File: config.mk
export PLATFORM = sky130hd
export DESIGN_NAME = bufclr_encoder
export DESIGN_NICKNAME = d
export VERILOG_FILES = /design/src/rtl/bufclr_pkg.sv /design/src/rtl/bufclr_pend_cnt.sv /design/src/rtl/bufclr_encoder.sv
export SDC_FILE = /design/constraint.sdc
export NUM_CORES = 1
export LEC_CHECK = 0
export BUFFER_PORTS_ARGS = -buffer_cell sky130_fd_sc_hd__buf_2
export CAP_MARGIN = 20
export CORE_AREA = 8 8 45 47
export CTS_BUF_LIST = sky130_fd_sc_hd__clkbuf_2
export DETAILED_ROUTE_END_ITERATION = 8
export DIE_AREA = 0 0 53 55
export SLEW_MARGIN = 20
export SYNTH_ARGS = -nofsm -noshare
export SYNTH_HDL_FRONTEND = slang
export SYNTH_SLANG_ARGS = --single-unit
File: constraint.sdc
create_clock -name Clock -period 2.3 [get_ports Clock]
set_input_delay 0.115 -clock Clock [delete_from_list [all_inputs] [get_ports Clock]]
set_output_delay 0.115 -clock Clock [all_outputs]
set_load 0.005 [all_outputs]
File: src/rtl/bufclr_pkg.sv
// bufclr_pkg: shared state encoding, frame codes and limits for the buffer-clear serializer
package bufclr_pkg;
  typedef enum logic [2:0] {S_IDLE, S_START, S_BITA, S_BITB, S_GAP} state_t;
  localparam logic [1:0] CODE_EVEN = 2'b10;
  localparam logic [1:0] CODE_ODD  = 2'b01;
  localparam logic [1:0] CODE_BAD  = 2'b11;
  localparam int FRAME_LEN = 4;
  localparam logic [2:0] PEND_MAX = 3'd7;
endpackage

File: src/rtl/bufclr_pend_cnt.sv
// bufclr_pend_cnt: 3-bit saturating pending-clear counter with registered overflow pulse
module bufclr_pend_cnt
  import bufclr_pkg::*;
(
  input  logic       Clock,
  input  logic       Reset,
  input  logic       inc,
  input  logic       dec,
  output logic [2:0] count,
  output logic       ovf
);
  always_ff @(posedge Clock) begin
    if (Reset) begin
      count <= '0;
      ovf   <= 1'b0;
    end else begin
      ovf   <= inc & ~dec & (count == PEND_MAX);
      count <= (inc & ~dec & (count != PEND_MAX)) ? count + 3'd1 :
               (dec & ~inc) ? count - 3'd1 : count;
    end
  end
endmodule

File: src/rtl/bufclr_encoder.sv
// bufclr_encoder: serializes buffer-clear pulses into 3-bit UnDoBuf frames; BUFCLR_INJECT_EN adds InjErr illegal-frame injection
module bufclr_encoder
  import bufclr_pkg::*;
#(
  parameter int TBOARD = 0
) (
  input  logic       Clock,
  input  logic       Reset,
  input  logic       ClrEven,
  input  logic       ClrOdd,
`ifdef BUFCLR_INJECT_EN
  input  logic       InjErr,
`endif
  output logic       UnDoBuf,
  output logic [2:0] NPendEven,
  output logic [2:0] NPendOdd,
  output logic       Busy,
  output logic       OvfErr
);
  state_t state, nxt;
  logic [1:0] code, code_nxt;
  logic rr_odd, inj_req, frame_edge, go, sel_even, sel_odd, pend_e, pend_o, ovf_e, ovf_o;
  assign frame_edge = (state == S_IDLE) || (state == S_GAP);
  assign pend_e     = |NPendEven;
  assign pend_o     = |NPendOdd;
  assign go         = frame_edge & (pend_e | pend_o | inj_req);
  assign sel_even   = go & ~inj_req & pend_e & (~pend_o | ~rr_odd);
  assign sel_odd    = go & ~inj_req & pend_o & (~pend_e | rr_odd);
  assign OvfErr     = ovf_e | ovf_o;
`ifdef BUFCLR_INJECT_EN
  logic inj_flag, sel_inj;
  assign inj_req  = inj_flag;
  assign sel_inj  = go & inj_flag;
  assign code_nxt = sel_inj ? CODE_BAD : sel_even ? CODE_EVEN : CODE_ODD;
  // a request arriving while the flag is being consumed starts a fresh one
  always_ff @(posedge Clock) begin
    if (Reset) inj_flag <= 1'b0;
    else       inj_flag <= InjErr | (inj_flag & ~sel_inj);
  end
`else
  assign inj_req  = 1'b0;
  assign code_nxt = sel_even ? CODE_EVEN : CODE_ODD;
`endif
  always_comb begin
    nxt = go ? S_START : frame_edge ? S_IDLE :
          (state == S_START) ? S_BITA : (state == S_BITA) ? S_BITB : S_GAP;
  end
  always_ff @(posedge Clock) begin
    if (Reset) begin
      state   <= S_IDLE;
      code    <= '0;
      rr_odd  <= 1'b0;
      UnDoBuf <= 1'b0;
      Busy    <= 1'b0;
    end else begin
      state   <= nxt;
      if (go) code <= code_nxt;
      if (sel_even | sel_odd) rr_odd <= ~rr_odd;
      UnDoBuf <= (nxt == S_START) | ((nxt == S_BITA) & code[1]) | ((nxt == S_BITB) & code[0]);
      Busy    <= nxt != S_IDLE;
    end
  end
  bufclr_pend_cnt u_even (
    .Clock(Clock), .Reset(Reset), .inc(ClrEven), .dec(sel_even), .count(NPendEven), .ovf(ovf_e)
  );
  generate
    if (TBOARD != 0) begin : g_odd
      bufclr_pend_cnt u_odd (
        .Clock(Clock), .Reset(Reset), .inc(ClrOdd), .dec(sel_odd), .count(NPendOdd), .ovf(ovf_o)
      );
    end else begin : g_vboard
      logic unused_odd;
      assign unused_odd = ClrOdd ^ sel_odd;
      assign NPendOdd   = '0;
      assign ovf_o      = 1'b0;
    end
  endgenerate
endmodule

# Yosys cells after proc, flatten, opt, wreduce, memory -nomap -nowiden
# Cells that the tools add are included.
[word_totals] regBits=11 inputBits=4 elab_cells=40
[classes] n_addsub=2 eq_ne=8 muxes=7 bitwise=12 n_reduce_logical=5
[op_table] op="3-bit 2-to-1 mux" count=6
[op_table] op="3-bit by 2-bit == test with 1-bit output, second input constant" count=3
[op_table] op="1-bit AND" count=8
[op_table] op="3-bit by 1-bit == test with 1-bit output, second input constant" count=2
[op_table] op="3-bit == test, second input constant" count=2
[op_table] op="3-bit by 1-bit adder with 3-bit output, second input constant" count=1
[op_table] op="3-bit logical NOT" count=1
[op_table] op="3-bit inequality test, second input constant" count=1
[op_table] op="3-bit nonzero test" count=1
[op_table] op="3-bit OR reduction" count=1
[op_table] op="3-bit by 1-bit subtractor with 3-bit output, second input constant" count=1
[op_table] op="2-bit 2-to-1 mux" count=1
[op_table] op="1-bit NOT" count=2
[op_table] op="1-bit OR" count=2
[op_table] op="2-bit nonzero test" count=1
[op_table] op="1-bit logical OR" count=1

# Logic depth before layout (Yosys ltp)
[logic_depth] ltp_word=9 ltp_mapped=8

# By module
# From an unflattened synthesis, not the netlist that was laid out.
[unflattened] hier_cells=56 area_unflattened_um2=535.5
[modules_own_cells] mod="bufclr_encoder" seq_area_each_um2=140.1 area_per_inst_um2=286.5 instances=1 cells_per_inst=30
[modules_own_cells] mod="bufclr_pend_cnt" seq_area_each_um2=80.1 area_per_inst_um2=249.0 instances=1 cells_per_inst=26

# Least setup slack after synthesis
# OpenSTA, ideal clock, no wires.
[synth_timing] kind="register to register" from="register u_even.count[0]" to="register u_even.count[2]" synth_period_minus_slack_ns=2.027 path_buffers=0 slack_ns=0.273 arrival_time_ns=1.953 setup_time_ns=0.074 path_stages_with_launch=7 required_ns=2.226 cell_sequence="dfxtp_1 -> nor3_2 -> nand2b_4 -> nand3_1 -> fa_1 -> or4_1 -> a31oi_1"
[synth_via] elab_chain_len=7
[synth_rtl] element="start, declared" line="bufclr_pend_cnt.sv:9" source="output logic [2:0] count,"
[synth_rtl] element="start signal, assigned" line="bufclr_pend_cnt.sv:18" source="count <= (inc & ~dec & (count != PEND_MAX)) ? count + 3'd1 :"
[synth_rtl] element="3-bit OR reduction" line="bufclr_encoder.sv:24" source="assign pend_e = |NPendEven;"
[synth_rtl] element="1-bit AND" line="bufclr_encoder.sv:26" source="assign go = frame_edge & (pend_e | pend_o | inj_req);"
[synth_rtl] element="1-bit AND" line="bufclr_encoder.sv:27" source="assign sel_even = go & ~inj_req & pend_e & (~pend_o | ~rr_odd);"
[synth_rtl] element="1-bit NOT" line="bufclr_pend_cnt.sv:18"
[synth_rtl] element="1-bit AND (2 in series)" line="bufclr_pend_cnt.sv:18"
[synth_rtl] element="3-bit 2-to-1 mux or 2-bit nonzero test (tied branches)"
# Parallel ways exist; a longest one is shown, timed or not. The select of a mux whose other input is x is not followed.
# A chain may end at the register's enable or synchronous reset.

# Worst setup path after layout
[layout_timing] from="register u_even.count[2]" to="register u_even.count[2]"
# Same word-level chain as after synthesis.

==> flow_summary.ini <==
[sta]
min_period_over_period_pct = 90.2
timing.setup.tns_ns = 0
report.final.slew_viol_count = 0
max_freq_ghz = 0.482
rsz_0062_raised_after_global_routing = no
worst_slack_ns = 0.226
skew_ns = 0.000418
finalWorstPathRequiredPeriod_ns = 2.07
finalSetupViolations = 0
finalHoldViolations = 0

[setup_path]
data_arrival_at_the_endpoint_of_the_critical_path_ns = 2.27
timing_worst_setup_path_type = reg -> reg
worstPathMaxFanout = 6
regToRegSetupSlack_ns = 0.23
required_worst_endpoint_ns = 2.49
start_kind = flop
critPathCaptureType = flop
crit_path_max_incr_delay_ns = 0.50
critical_path.n_buffers_inverters = 0
cp_top_family = simple AND/OR/NAND/NOR gates
worst_path_max_delay_cell = sky130_fd_sc_hd__or4_1
worst_path_cell_trace = nor3_2, nand2b_4, nand3_1, fa_1, or4_1, a31oi_1

[yosys]
synth.avg_cell_area_um2 = 9.09
syn-cell-area_um2 = 554
synthesized_area_fraction_occupied_by_adder_cells_pct = 3.61
synth.yosys.seq_area_share_pct = 39.7
yosys.cell_types.count = 31
number_of_synthesized_register_bits = 11
area_fraction_in_compound_gates_after_synthesis_pct = 12.0
synthXorXnorAreaFrac_pct = 1.58
synth-simple-area-share_pct = 30.7
dominant_combinational_cell_family_by_area_after_synthesis = simple AND/OR/NAND/NOR gates
yosys_warnings = 0
synth_cells = 61
post_synth_mux_area_share_pct = 4.51

[placed_design]
placement.cell_area_um2 = 608
port_buffers = 8
gp_congestion = 0.707
post-place-ws_ns = 0.244

[clock_tree]
tritoncts = done
post_cts.repair.setup_buffers = 0
cts_resized = 0
cts-root-to-sink-buffers = 2
ctsRootBufferMaster = sky130_fd_sc_hd__clkbuf_2
cts_hold_buffers = 0
cts_buffers = 3
cts.reportedPaths.clkPinSlew_ns = 0.10
numClockSinks = 11
ctsHtreeMaxLevel = 1
clock_insertion_delay_worst_skew_ns = 0.26

[routing]
detailedRoute.firstPassIterationCount = 3
ant_nets = 0
via_per_inst = 5.08
remaining_drc_errors = 0
drt-wirelength-per-cell_um = 11.6
number_of_vias_in_the_routed_layout = 447
drt_iter0_drc = 9
drt-total-wl_um = 1020

[floorplanning]
floorplan.core_area_mm2 = 0.00138
die_outline_area_mm2 = 0.00292
num_io_pins = 13
initial_utilization_pct = 40.1
num_rows = 14
die_w_um = 53
die_height_um = 55

[global_routing]
grt_antenna_before_repair = 0
grt_start_max_net_pins = 14
grt_first_pass_wirelength_um = 1790
gr-usage-all-layers_pct = 8.43
vias_in_the_first_global_route = 409
globalRouteOverflowTotal = 0

[power_and_ir_drop]
power_per_cell_area_mw_per_mm2 = 1420
power_mw = 0.894
peakVddDrop_mv = 0.520
static-leakage-power_nw = 0.262

[final_layout]
area.growth.synth_to_final_pct = 13.3
number_of_antenna_cells_inserted = 0
finish.net_count = 78
layout.filler_cells = 143
final_layout_size_suffix_gt1_share_pct = 31.9
design_area_um2 = 628

[outcome]
run_status = finished, final reports clean

[worst_hold_path]
holdCritPathClass = in -> reg

[job]
timing.max_cap.violations = 0
[metal layers]
metal,routed length (µm),up-vias,GRT usage [%]
met1,517,203,10.4
met5,0,-,0
met2,424,9,11.9
met3,56,4,2.67
met4,25,0,6.47
li1,-,231,-
[cells in the final DEF, fill, tap and decap left out, types with 3 or more instances in the layout]
cell	count
sky130_fd_sc_hd__buf_2	8
sky130_fd_sc_hd__buf_4	3
sky130_fd_sc_hd__conb_1	3
sky130_fd_sc_hd__nor2_1	5
sky130_fd_sc_hd__a21oi_1	4
sky130_fd_sc_hd__nand2_1	4
sky130_fd_sc_hd__dfxtp_1	11
sky130_fd_sc_hd__clkbuf_2	4
[sequential cells by signal, summed over array words and instances, names as in the netlist]
| name | cells |
|---|---|
| code | 2 |
| Busy | 1 |
| u_even.count | 3 |
| u_even.ovf | 1 |
| UnDoBuf | 1 |
| state | 3 |
[cell usage after synthesis, drive strengths merged]
| cell | count | area (µm²) |
|---|---|---|
| nor3b | 2 | 15.0 |
| or4 | 1 | 7.51 |
| nand3b | 2 | 15.0 |
| or3b | 1 | 8.76 |
| a31oi | 2 | 12.5 |
| nand3 | 2 | 10.0 |
| nor2b | 1 | 6.26 |
| nand2b | 3 | 26.3 |
| nand2 | 4 | 15.0 |
| fa | 1 | 20.0 |
| buf | 5 | 32.5 |
| dfxtp | 11 | 220 |
| nand4 | 1 | 6.26 |
| mux2i | 1 | 10.0 |
| conb | 1 | 3.75 |
| o221a | 1 | 11.3 |
| xnor2 | 1 | 8.76 |
| mux2 | 1 | 15.0 |
| o311ai | 1 | 8.76 |
| inv | 1 | 3.75 |
| nor3 | 3 | 20.0 |
| o21ai | 1 | 5.00 |
| clkbuf | 1 | 3.75 |
| o2111ai | 1 | 8.76 |
| a21oi | 4 | 20.0 |
| or2 | 1 | 8.76 |
| nor2 | 7 | 31.3 |
[per-stage QoR]
stage                     hold WS (ns)  util (%)  instances
after detailed placement         0.415      43.9         84
final                            0.134      45.4         88
after global routing             0.150      45.4         88
after floorplan                  0.233         -         63
after CTS                        0.117      45.4         88
after global placement           0.416      43.9         84
[cells by family (layout without fill, tap and decap cells)]
family | Yosys count | after routing
AO/OA/AOI/OAI | 10 | 10
AND/OR/NAND/NOR | 28 | 28
flip-flops | 11 | 11
other | 1 | 3
XOR/XNOR | 1 | 1
buffers and inverters | 7 | 16
adder cells (fa/ha/maj) | 1 | 1
multiplexers | 2 | 2
[worst paths after layout]
path | to | depth (start not counted) | start
max | u_even.count[2]$_SDFFE_PP0P_ | 6 | u_even.count[2]$_SDFFE_PP0P_
min reg2reg | code[0]$_SDFFE_PP0P_ | 1 | code[0]$_SDFFE_PP0P_
min | u_even.ovf$_SDFF_PP0_ | 3 | ClrEven
max reg2reg | u_even.count[2]$_SDFFE_PP0P_ | 6 | u_even.count[2]$_SDFFE_PP0P_
[worst min-delay path, stage by stage]
cell and delay [ns]:
sky130_fd_sc_hd__buf_2 0.14, sky130_fd_sc_hd__nand2_1 0.06, sky130_fd_sc_hd__nor3_1 0.04
[layout make-up]
cell class                      instances  area, µm²  area share [%]
Clock buffer                            4       20.0            3.19
Inverter                                1       3.75           0.598
Timing Repair Buffer                   11       62.6            9.96
Multi-Input combinational cell         45        302            48.0
Sequential cell                        11        220            35.1
Tap cell                               16       20.0            3.19
[where the power goes]
group          switching [mW]  leakage (nW)  internal, mW
Sequential             0.0614        0.0905         0.254
Combinational           0.226         0.155         0.242
Clock                  0.0637        0.0166        0.0462
Total                   0.352         0.262         0.542
Note: power is estimated with default switching activity, not from simulation.
